<file path="src/rtl/display_buttons_scanner.sv">
// Scans a '165-style parallel-in/serial-out button chain, debounces it over two frames,
// and exposes state, sticky press flags and an IRQ through an Avalon-MM slave.
module display_buttons_scanner #(
    parameter int NUM_BITS = 16,
    parameter int CLK_DIV  = 25,
    parameter int SCAN_GAP = 5000,
    parameter bit INVERT   = 1'b1
) (
    input  logic                clk,
    input  logic                reset_n,
    input  logic                avs_s0_address,
    input  logic                avs_s0_read,
    output logic [31:0]         avs_s0_readdata,
    output logic                irq,
    output logic [NUM_BITS-1:0] buttons,
    input  logic                shiftreg_in,
    output logic                shiftreg_loadn,
    output logic                shiftreg_clk
);

    localparam int CMAX = (CLK_DIV > SCAN_GAP) ? CLK_DIV : SCAN_GAP;
    localparam int CW   = $clog2(CMAX + 1);
    localparam int NW   = (NUM_BITS > 1) ? $clog2(NUM_BITS) : 1;
    localparam logic [CW-1:0] DIV_LAST = CW'(CLK_DIV - 1);
    localparam logic [CW-1:0] GAP_LAST = CW'((SCAN_GAP > 0) ? SCAN_GAP - 1 : 0);
    localparam logic [NW-1:0] N_LAST   = NW'(NUM_BITS - 1);

    typedef enum logic [2:0] {S_LOAD, S_SETTLE, S_HIGH, S_LOW, S_DONE, S_GAP} state_t;

    state_t              state, state_nxt;
    logic [CW-1:0]       cnt, cnt_nxt;
    logic [NW-1:0]       n, n_nxt, n_inc;
    logic                sample, commit, div_end;
    logic [1:0]          sync_q;
    logic [NUM_BITS-1:0] frame_q, frame_nxt, prev_q;
    logic [NUM_BITS-1:0] btn_nxt, rise, clr, pressed, pressed_nxt;

    assign div_end = (cnt == DIV_LAST);
    assign n_inc   = n + NW'(1);

    always_comb begin
        state_nxt = state;
        cnt_nxt   = cnt + CW'(1);
        n_nxt     = n;
        sample    = 1'b0;
        commit    = 1'b0;
        case (state)
            S_LOAD: if (div_end) begin
                state_nxt = S_SETTLE;
                cnt_nxt   = '0;
            end
            S_SETTLE: if (div_end) begin
                sample    = 1'b1;
                cnt_nxt   = '0;
                n_nxt     = '0;
                state_nxt = (N_LAST == '0) ? S_DONE : S_HIGH;
            end
            S_HIGH: if (div_end) begin
                state_nxt = S_LOW;
                cnt_nxt   = '0;
            end
            S_LOW: if (div_end) begin
                sample    = 1'b1;
                cnt_nxt   = '0;
                n_nxt     = n_inc;
                state_nxt = (n_inc == N_LAST) ? S_DONE : S_HIGH;
            end
            S_DONE: begin
                commit    = 1'b1;
                cnt_nxt   = '0;
                state_nxt = (SCAN_GAP == 0) ? S_LOAD : S_GAP;
            end
            S_GAP: if (cnt == GAP_LAST) begin
                state_nxt = S_LOAD;
                cnt_nxt   = '0;
            end
            default: begin
                state_nxt = S_LOAD;
                cnt_nxt   = '0;
            end
        endcase
    end

    // First sampled bit shifts up to the MSB by the end of the frame
    always_comb begin
        frame_nxt    = frame_q << 1;
        frame_nxt[0] = sync_q[1] ^ INVERT;
    end

    always_comb begin
        btn_nxt = buttons;
        if (commit && (frame_q == prev_q))
            btn_nxt = frame_q;
        rise        = btn_nxt & ~buttons;
        clr         = (avs_s0_read && avs_s0_address) ? '1 : '0;
        // A press landing on the clearing read survives it
        pressed_nxt = (pressed & ~clr) | rise;
    end

    always_ff @(posedge clk or negedge reset_n) begin
        if (!reset_n) begin
            state           <= S_LOAD;
            cnt             <= '0;
            n               <= '0;
            sync_q          <= '0;
            frame_q         <= '0;
            prev_q          <= '0;
            buttons         <= '0;
            pressed         <= '0;
            irq             <= 1'b0;
            avs_s0_readdata <= '0;
            shiftreg_loadn  <= 1'b1;
            shiftreg_clk    <= 1'b0;
        end else begin
            state          <= state_nxt;
            cnt            <= cnt_nxt;
            n              <= n_nxt;
            sync_q         <= {sync_q[0], shiftreg_in};
            shiftreg_loadn <= (state != S_LOAD);
            shiftreg_clk   <= (state == S_HIGH);
            if (sample)
                frame_q <= frame_nxt;
            if (commit)
                prev_q <= frame_q;
            buttons <= btn_nxt;
            pressed <= pressed_nxt;
            irq     <= |pressed;
            if (avs_s0_read)
                avs_s0_readdata <= avs_s0_address ? 32'(pressed) : 32'(buttons);
        end
    end

endmodule
</file>
<file path="config.mk">
export PLATFORM = sky130hd
export DESIGN_NAME = display_buttons_scanner
export DESIGN_NICKNAME = d
export VERILOG_FILES = /design/src/rtl/display_buttons_scanner.sv
export SDC_FILE = /design/constraint.sdc
export NUM_CORES = 1
export LEC_CHECK = 0
export ABC_AREA = 0
export CORE_MARGIN = 1
export CORE_UTILIZATION = 55
export CTS_BUF_LIST = sky130_fd_sc_hd__clkbuf_16
export CTS_CLUSTER_DIAMETER = 120
export DETAILED_ROUTE_END_ITERATION = 8
export HOLD_SLACK_MARGIN = 0.06
export PLACE_DENSITY_LB_ADDON = 0.25
export SLEW_MARGIN = 20
export SYNTH_ARGS = -nofsm -noshare
export SYNTH_HDL_FRONTEND = slang
export SYNTH_SLANG_ARGS = --single-unit
</file>
<file path="constraint.sdc">
create_clock -name clk -period 3.8 [get_ports clk]
set_clock_uncertainty 0.05 [all_clocks]
set_input_delay 0.76 -clock clk [delete_from_list [all_inputs] [get_ports clk]]
set_output_delay 0.76 -clock clk [all_outputs]
set_load 0.05 [all_outputs]
</file>
==> metrics.md <==
| Metric | Value |
|---|---|
| Via count | 2934 |
| Total CTS buffers | 9 |
| Cell taking the most area after synthesis | dfrtp_1 |
| Layout area overhead | 15.6% |
| Arrival @ worst endpoint | between 2 and 3 ns |
| Internal power | 1.62 mW |
| Slew of the pin with the lowest slew margin | 0.549 ns |
| WL/cell | 14.7 um |
| Startpoint types | flip-flop |
| # diodes | 0 |
| Hold Path Sink | sync_q[1] |
| Hold Path Stages | 0 |
| Top FF cell, synth | dfrtp_1 |
| Worst hold slack | 0.306 ns |
| Final slew viol count | 0 |
| Final min period | between 2 and 3 ns |
| First-pass GRT wire length | 13600 um |
| Number of gates resized after cts | 0 |
| CTS Root Cell | clkbuf_16 |
| Layout cell share with drive strength beyond 1 | 0.164 |
| Top-area cell type share of the netlist area | 0.555 |
| Reg area | 2630 um^2 |
| Endpoints failing setup | 0 |
| Hold Crit Class | reg2reg |
| Crit path launch | cnt[5] |
| Congestion Overflow GR | 0 |
| Synth Instances | 409 |
| Setup Buffers After CTS | 0 |
| Yosys Warn Count | 0 |
| Number of synthesized flops with an enable pin | 0 |
| Final HPWL DP | 5420 um |
| Final period utilization | 0.698 |
| Initial Util | 0.571 |
| Critical Path RT | 4.02 ns |
| Filler Cells Inserted | about 650 |
| Clk buf depth | 2 |
| CTS tree | built |
| Clk Latency, worst-skew pair | 0.34 ns |
| Status | completed |
| Synth unique cells | 33 |
| Combinational share of power | 0.073 |
| Setup TNS | 0 ns |
| DRC | 0 |
| Fin nets | about 460 |
| Clock Pin Slew Worst Setup and Hold Paths | 0.07 ns |
| Tot GR Track Use | 0.200 |
| Initial antenna violation count | 0 |
| Net Sw Frac | 0.255 |
| Worst r2r path cells | 6 |
| Hold buffer count at CTS | 0 |
| Clock power share | 0.406 |
| Synth Register Bits | approximately 110 |
| Crit Path Class | reg2reg |
| H-tree levels | 3 |
| MaxCap Viol Count | 0 |
| Synth cell count leaders | 104 x dfrtp_1, 47 x mux2_2, 32 x nand2_1 |
| Starting DRT DRC Count | 183 |
| Count leader, synth | dfrtp_1 |
| FMAX | 377 MHz |
| IO Port Bufs | 39 |
| Net Sw Power | around 560 uW |
| Footprint of the multi-input gates | approximately 1900 um^2 |
| Die Width | between 90 and 100 um |
| RSZ-0062 raised after global routing | false |
| Ports | between 50 and 60 |
| Drt total wl | 8160 um |
| Reg2Reg Setup Slack | 1.15 ns |
| Slew HR | 0.633 |
| Synth Cell Area | about 4700 um^2 |
| Total clock sinks | between 100 and 150 |
| ANT nets after route | 0 |
| Power per cell area | 402 nW/um^2 |
| Average instance area after synthesis | between 10 and 15 um^2 |
| Hold Path Origin | sync_q[0] |
| Register area share after synthesis | 0.560 |
| Synth top area cells | dfrtp_1 55%, mux2_2 11%, xnor2_1 3.5%, mux2i_1 3.4%, buf_4 2.6% |
| Die H | 94.4 um |
| Routability cong. | 0.788 |
| Die ar. | 8910 um^2 |
| CP Max Fanout | 25 |
| Drt pass-1 iters | 4 |
| Ys async rst share | 1.00 |
| Final core utilization | 0.660 |
| Pleak | ~2.5 nW |
| Critical path endpoint category | flip-flop |
| Max rail drop VDD | 249 uV |
| Sequential share of power | 0.521 |
| Largest net degree at the start of global routing | approximately 110 |
| R2r startpoint | cnt[5] |
| Core area | 8220 um^2 |
| FF-to-FF End | n[3] |
| Std cell rows | 33 |
| Hold violation count in the final report | 0 |
| Vias in the first global route | about 2800 |
| Number of vias per cell | ~5.3 |
==> worst max path at each step <==
stage	to	slack [ns]	depth (start not counted)
floorplan	n[3]	1.34	6
global placement	n[3]	1.20	6
detailed placement	n[3]	1.16	6
CTS	n[3]	1.15	6
global route	cnt[10]	1.01	5
finish	n[3]	1.15	6
==> layout make-up <==
| cell class | count | area share |
|---|---|---|
| sequential | 105 | 0.484 |
| multi-input combinational | 277 | 0.350 |
| clock buffer | 9 | 0.0415 |
| timing repair buffer | 45 | 0.0821 |
| inverter | 8 | 0.00553 |
| tap | 105 | 0.0242 |
| clock inverter | 7 | 0.0122 |
==> registers in the layout, indices dropped and copies added, names as in the netlist, 2 cells and up <==
signal / cells
avs_s0_readdata: 16
buttons: 16
frame_q: 16
pressed: 16
prev_q: 16
cnt: 13
n: 4
state: 3
sync_q: 2
==> power by group through the flow <==
stage	Clock, mW	Sequential [mW]	Combinational [mW]
after floorplan	0	1.20	0.0710
after global placement	0	1.16	0.160
after detailed placement	0	1.16	0.161
after CTS	0.910	1.14	0.161
after global routing	0.950	1.14	0.172
final	0.885	1.14	0.159
==> cells by family (layout without fill, tap and decap cells) <==
logic type                 Yosys count  count (layout)  synth area share
buffers and inverters               42              69            0.0472
other                                1              16          0.000799
DFF                                105             105             0.560
and+or+nand+nor                    123             123             0.134
AOI/OAI and AO/OA                   42              42            0.0459
xor gates and xnor gates            29              29            0.0541
adders and majority gates            4               4            0.0107
muxes                               63              63             0.147
==> per-layer routing <==
metal | global-route usage | vias up | part of all wire
met5 | 0 | - | 0
met4 | 0.0846 | 0 | 0.013
met3 | 0.0290 | 8 | 0.029
met2 | 0.329 | 54 | 0.49
met1 | 0.268 | 1422 | 0.47
li1 | - | 1450 | -
==> worst max-delay path: stages, from the launching register on <==
cell and delay [ns]:
dfrtp_1 0.42, or4_4 0.56, or4_4 0.53, or2_1 0.22, buf_4 0.23, or4_1 0.49
nand3_1 0.10
==> cell usage in the layout (no fill, tap or decap), types with 2 or more instances in the layout <==
cell type	Yosys	layout
inv_6	0	2
mux2_2	47	47
and3_1	3	3
conb_1	1	16
ha_1	4	4
mux2i_1	16	16
buf_4	16	6
inv_1	8	8
nand3_1	9	9
or4_1	5	5
o21ai_0	21	21
or3_1	2	2
nor2_1	30	30
a21oi_1	19	19
clkdlybuf4s50_1	0	38
xnor2_1	19	19
nand4_1	6	6
dfrtp_1	104	104
nor4_1	7	7
nand2_1	32	32
clkbuf_16	0	9
nand2b_1	18	18
xor2_1	10	10
clkinv_4	0	2
clkinvlp_4	0	2
nor3_1	3	3
or4_4	2	2
==> through the flow <==
step                power, mW  setup WS (ns)  cell area (um^2)  std cells
CTS                      2.21           1.15              5430        556
finish                   2.18           1.15              5430        556
detailed placement       1.32           1.16              5130        540
global placement         1.32           1.20              5130        540
floorplan                1.27           1.34              4750        424
global route             2.26           1.01              5430        556
Power figures use the tool's default switching activity.
